$ cat config.mk
export PLATFORM = sky130hd
export DESIGN_NAME = reg_write_queue
export DESIGN_NICKNAME = d
export VERILOG_FILES = /design/src/rtl/reg_write_queue.sv
export SDC_FILE = /design/constraint.sdc
export NUM_CORES = 1
export LEC_CHECK = 0
export CORE_UTILIZATION = 55
export CTS_CLUSTER_SIZE = 20
export DETAILED_ROUTE_END_ITERATION = 6
export PLACE_DENSITY = 0.89
export SETUP_SLACK_MARGIN = 0.1
export SLEW_MARGIN = 10
export SYNTH_ARGS = -nofsm -noshare
export SYNTH_HDL_FRONTEND = slang
export SYNTH_SLANG_ARGS = --single-unit
$ cat constraint.sdc
create_clock -name clk -period 6.9 [get_ports clk]
set_input_delay 1.035 -clock clk [delete_from_list [all_inputs] [get_ports clk]]
set_output_delay 1.035 -clock clk [all_outputs]
set_load 0.01 [all_outputs]
$ cat src/rtl/reg_write_queue.sv
// Write-request FIFO feeding the 2-to-4 register-write demux with a registered sel/en/data triple.
// Optional REGQ_COALESCE_EN merges a push into the youngest stored entry when the addresses match.
module reg_write_queue #(
    parameter int DATA_W = 8,
    parameter int DEPTH  = 4
) (
    input  logic                     clk,
    input  logic                     reset_n,
    input  logic                     req_valid,
    output logic                     req_ready,
    input  logic [1:0]               req_addr,
    input  logic [DATA_W-1:0]        req_data,
    input  logic                     wr_stall,
    output logic                     wr_en,
    output logic [1:0]               wr_sel,
    output logic [DATA_W-1:0]        wr_data,
    output logic [$clog2(DEPTH):0]   count
);

    // state | meaning
    // IDLE  | nothing issued at the last edge (queue empty or consumer stalled)
    // ISSUE | head entry popped into the output register at the last edge
    typedef enum logic {IDLE = 1'b0, ISSUE = 1'b1} state_t;

    localparam int PW = $clog2(DEPTH);
    localparam int CW = PW + 1;
    localparam int EW = DATA_W + 2;

    logic [EW-1:0]     mem_q [DEPTH];
    logic [EW-1:0]     mem_d [DEPTH];
    logic [PW-1:0]     head_q, head_d;
    logic [PW-1:0]     tail_q, tail_d;
    logic [CW-1:0]     count_q, count_d;
    logic [1:0]        sel_q, sel_d;
    logic [DATA_W-1:0] data_q, data_d;
    state_t            state_q, state_d;

    logic pop, push, alloc, coal_hit, not_full;

`ifdef REGQ_COALESCE_EN
    logic [PW-1:0] youngest;
    assign youngest = tail_q - PW'(1);
    // The youngest entry cannot be merged into while it is leaving as the head.
    assign coal_hit = (count_q != '0)
                   && (mem_q[youngest][EW-1 -: 2] == req_addr)
                   && !(pop && (count_q == CW'(1)));
`else
    assign coal_hit = 1'b0;
`endif

    always_comb begin
        not_full  = count_q < CW'(DEPTH);
        pop       = (count_q != '0) && !wr_stall;
        state_d   = pop ? ISSUE : IDLE;
        req_ready = not_full || coal_hit;
        push      = req_valid && req_ready;
        alloc     = push && !coal_hit;

        mem_d = mem_q;
        if (push) begin
`ifdef REGQ_COALESCE_EN
            if (coal_hit) mem_d[youngest] = {req_addr, req_data};
            else          mem_d[tail_q]   = {req_addr, req_data};
`else
            mem_d[tail_q] = {req_addr, req_data};
`endif
        end

        head_d  = pop   ? head_q + PW'(1) : head_q;
        tail_d  = alloc ? tail_q + PW'(1) : tail_q;
        count_d = count_q + CW'(alloc) - CW'(pop);

        sel_d  = sel_q;
        data_d = data_q;
        if (pop) {sel_d, data_d} = mem_q[head_q];
    end

    always_ff @(posedge clk or negedge reset_n) begin
        if (!reset_n) begin
            mem_q   <= '{default: '0};
            head_q  <= '0;
            tail_q  <= '0;
            count_q <= '0;
            sel_q   <= '0;
            data_q  <= '0;
            state_q <= IDLE;
        end else begin
            mem_q   <= mem_d;
            head_q  <= head_d;
            tail_q  <= tail_d;
            count_q <= count_d;
            sel_q   <= sel_d;
            data_q  <= data_d;
            state_q <= state_d;
        end
    end

    assign wr_en   = (state_q == ISSUE);
    assign wr_sel  = sel_q;
    assign wr_data = data_q;
    assign count   = count_q;

endmodule

==> summary.md <==
| Metric | Value |
|---|---|
| Outcome | `complete, no violations` |
| Cts hold-fix bufs | `0` |
| Antenna Cells | `0` |
| First-pass GRT wire length | `7870 um` |
| Pin count of the biggest net entering global routing | `59` |
| Worst skew pair latency | `0.33 ns` |
| Final setup vio count | `0` |
| #FFs+latches synth | `58` |
| Initial drt markers | `77` |
| Flop pwr share | `43.1%` |
| Fmax | `0.318 GHz` |
| Non-filler cells, final | `244` |
| DR vias/cell | `5.68` |
| GRT met2 Usage | `36.4%` |
| CTS tree | `built` |
| Pins Over Slew Limit | `0` |
| Final WL | `4520 um` |
| Share of cells above drive strength 1 | `40.6%` |
| Reg2reg end | `count[2]$_DFF_PN0_` |
| RSZ-0062 raised after global routing | `false` |
| Layout Skew | `0.00787 ns` |
| TritonCTS Buffers | `9` |
| I/O pin cnt | `29` |
| R2R depth | `9` |
| Worst path required time | `7.15 ns` |
| CTS sink cnt | `58` |
| Htree depth | `3` |
| Final critical-path share of the clock period | `45.6%` |
| Synth unique cells | `20` |
| CP Launch Point | `req_valid` |
| Dpl cells | `229` |
| CP max FO | `8` |
| Finished Cell Area | `3040 um2` |
| Clk slew on worst S/H paths | `0.06 ns` |
| Number of cells on the worst hold path | `1` |
| Hpwl dp | `3010 um` |
| ANT nets after route | `0` |
| Drt pass-1 iters | `4` |
| Critical path startpoint category | `primary input` |
| Worst hold slack | `0.497 ns` |
| Setup crit end kind | `flop` |
| Clock power share | `19.7%` |
| Pwr/cell area | `491 nW/um2` |
| GPL Wtd Cong | `0.702` |
| Int Pwr | `1.06 mW` |
| CORE AREA | `4380 um2` |
| Critical R2R Launch | `count[2]$_DFF_PN0_` |
| Setup CP Type | `in2reg` |
| Aggregate global-route resource usage | `22.1%` |
| Initial antenna violation count | `0` |
| Die width | `69.8 um` |
| Max Cap Violations | `0` |
| Buffers added on ports | `28` |
| Final Hold Vio Count | `0` |
| GRT Max-Usage Layer | `met2` |
| Mapped Avg Cell Area | `16.7 um2` |
| DP Area | `2850 um2` |
| Setup_tns | `0 ns` |
| Mapped Nets | `172` |
| Nets | `209` |
| Vias in the first global route | `1,628` |
| Post-DR wirelength/cell | `18.5 um` |
| Fin crit period | `3.15 ns` |
| CP arrival | `3.40 ns` |
| Hold crit path type | `reg2reg` |
| Area Overhead vs Synth | `20.2%` |
| # DRC | `0` |
| R2R setup slack | `4.46 ns` |
| Via count | `1,387` |
| Leak | `1.35 nW` |
| Syn Inst Count | `151` |
| Switching pwr | `0.431 mW` |
| Comb power frac | `37.2%` |
| Initial Util | `57.6%` |
| GRT overflow | `0` |
| Slew margin rel. | `51.3%` |
| Die height | `69.8 um` |
| Root Driver | `clkbuf_8` |
| Layout Utilization | `69.3%` |
| Post-Syn Area | `2530 um2` |
| Pin slew with the least headroom to its limit | `0.730 ns` |
| Syn. warnings | `0` |
| CP endpoint | `count[2]$_DFF_PN0_` |
| Post-cts sizing count | `0` |
| GRT met3 Usage | `4.80%` |
| Die ar. | `4870 um2` |
| Switch share | `28.9%` |
| Std cell rows | `24` |
| Met1 GRT Util | `26.7%` |
| Sequential share of the synthesized area | `57.4%` |
| Clk buf depth | `2` |
| Max rail drop VDD | `0.234 mV` |
| Postcts setup bufs | `0` |
-- cell usage after synthesis --
cell      n  share of area, %
mux4_1    2               2.1
nand2_2   4              0.99
nor2_1    1              0.15
buf_2     2              0.40
nor3_1    1              0.20
mux2_4    8               4.8
xor2_1    2              0.69
buf_4     1              0.30
mux4_2    8               7.1
dfrtp_1  58                57
nand2_1   1              0.15
o21ai_0   1              0.20
nor3b_1   1              0.30
ha_1      6               3.0
buf_6     1              0.45
nor2b_1   1              0.25
fa_1      1              0.79
xnor2_1   3               1.0
inv_1     7               1.0
mux2_2   42                19
-- per-layer routing --
metal | vias to the layer above | share of wire [%]
met5 | - | 0
met4 | 0 | 3.1
met3 | 16 | 3.5
met2 | 33 | 51
met1 | 725 | 42
li1 | 613 | -
-- worst min path at each step --
stage | from | endpoint | slack, ns
finish | mem_q[2]$_DFFE_PN0P_ | mem_q[2]$_DFFE_PN0P_ | 0.50
CTS | mem_q[2]$_DFFE_PN0P_ | mem_q[2]$_DFFE_PN0P_ | 0.50
detailed placement | mem_q[18]$_DFFE_PN0P_ | mem_q[18]$_DFFE_PN0P_ | 0.49
global placement | mem_q[29]$_DFFE_PN0P_ | mem_q[29]$_DFFE_PN0P_ | 0.48
floorplan | mem_q[27]$_DFFE_PN0P_ | mem_q[27]$_DFFE_PN0P_ | 0.47
global route | mem_q[3]$_DFFE_PN0P_ | mem_q[3]$_DFFE_PN0P_ | 0.52
-- worst max-delay path, cell delays in order --
cell,delay [ns]
clkdlybuf4s50_1,0.45
nor2b_1,0.54
inv_1,0.10
ha_1,0.29
inv_1,0.06
ha_1,0.13
inv_1,0.05
fa_1,0.37
xnor2_1,0.22
xnor2_1,0.15
-- cells in the final DEF, fill, tap and decap left out, types with 2 or more instances in the layout --
| cell | n |
|---|---|
| dfrtp_1 | 58 |
| mux2_2 | 42 |
| clkdlybuf4s50_1 | 27 |
| clkbuf_8 | 10 |
| mux4_2 | 8 |
| mux2_4 | 8 |
| inv_1 | 7 |
| ha_1 | 6 |
| nand2_2 | 4 |
| xnor2_1 | 3 |
| xor2_1 | 2 |
| mux4_1 | 2 |
| clkinv_2 | 2 |
| clkbuf_1 | 2 |
| buf_4 | 2 |
-- flip-flops by register name, indices dropped and copies added (netlist names) --
name and flops:
count 3, wr_sel 2, mem_q 40, head_q 2, wr_en 1, wr_data 8
tail_q 2
-- kinds of logic after synthesis --
group | after synthesis | synth area share [%]
AOI/OAI and AO/OA | 1 | 0.198
xor gates and xnor gates | 5 | 1.73
adders and majority gates | 7 | 3.76
buffers and inverters | 11 | 2.18
DFF | 58 | 57.4
muxes | 60 | 32.7
and+or+nand+nor | 9 | 2.03
-- power groups by stage --
stage | clock network [mW] | logic (mW) | registers (mW)
3_5_place_dp | 0 | 0.561 | 0.650
3_3_place_gp | 0 | 0.531 | 0.628
4_1_cts | 0.301 | 0.565 | 0.644
5_1_grt | 0.317 | 0.600 | 0.667
2_1_floorplan | 0 | 0.413 | 0.605
6_report | 0.294 | 0.556 | 0.643
-- area by class of cell --
class	instances	area, um2
sequential	58	1450
inverter	7	26.3
timing repair buffer	30	290
clock buffer	12	145
tap	52	65.1
fill	283	1350
multi-input combinational	82	1020
clock inverter	3	40.0
-- stage by stage --
stage / worst slack (ns) / power [mW]
final: 3.75 / 1.49
after global placement: 3.57 / 1.16
after CTS: 3.73 / 1.51
after global routing: 3.58 / 1.58
after detailed placement: 3.38 / 1.21
after floorplan: 4.25 / 1.02
(Power assumes the default switching activity.)
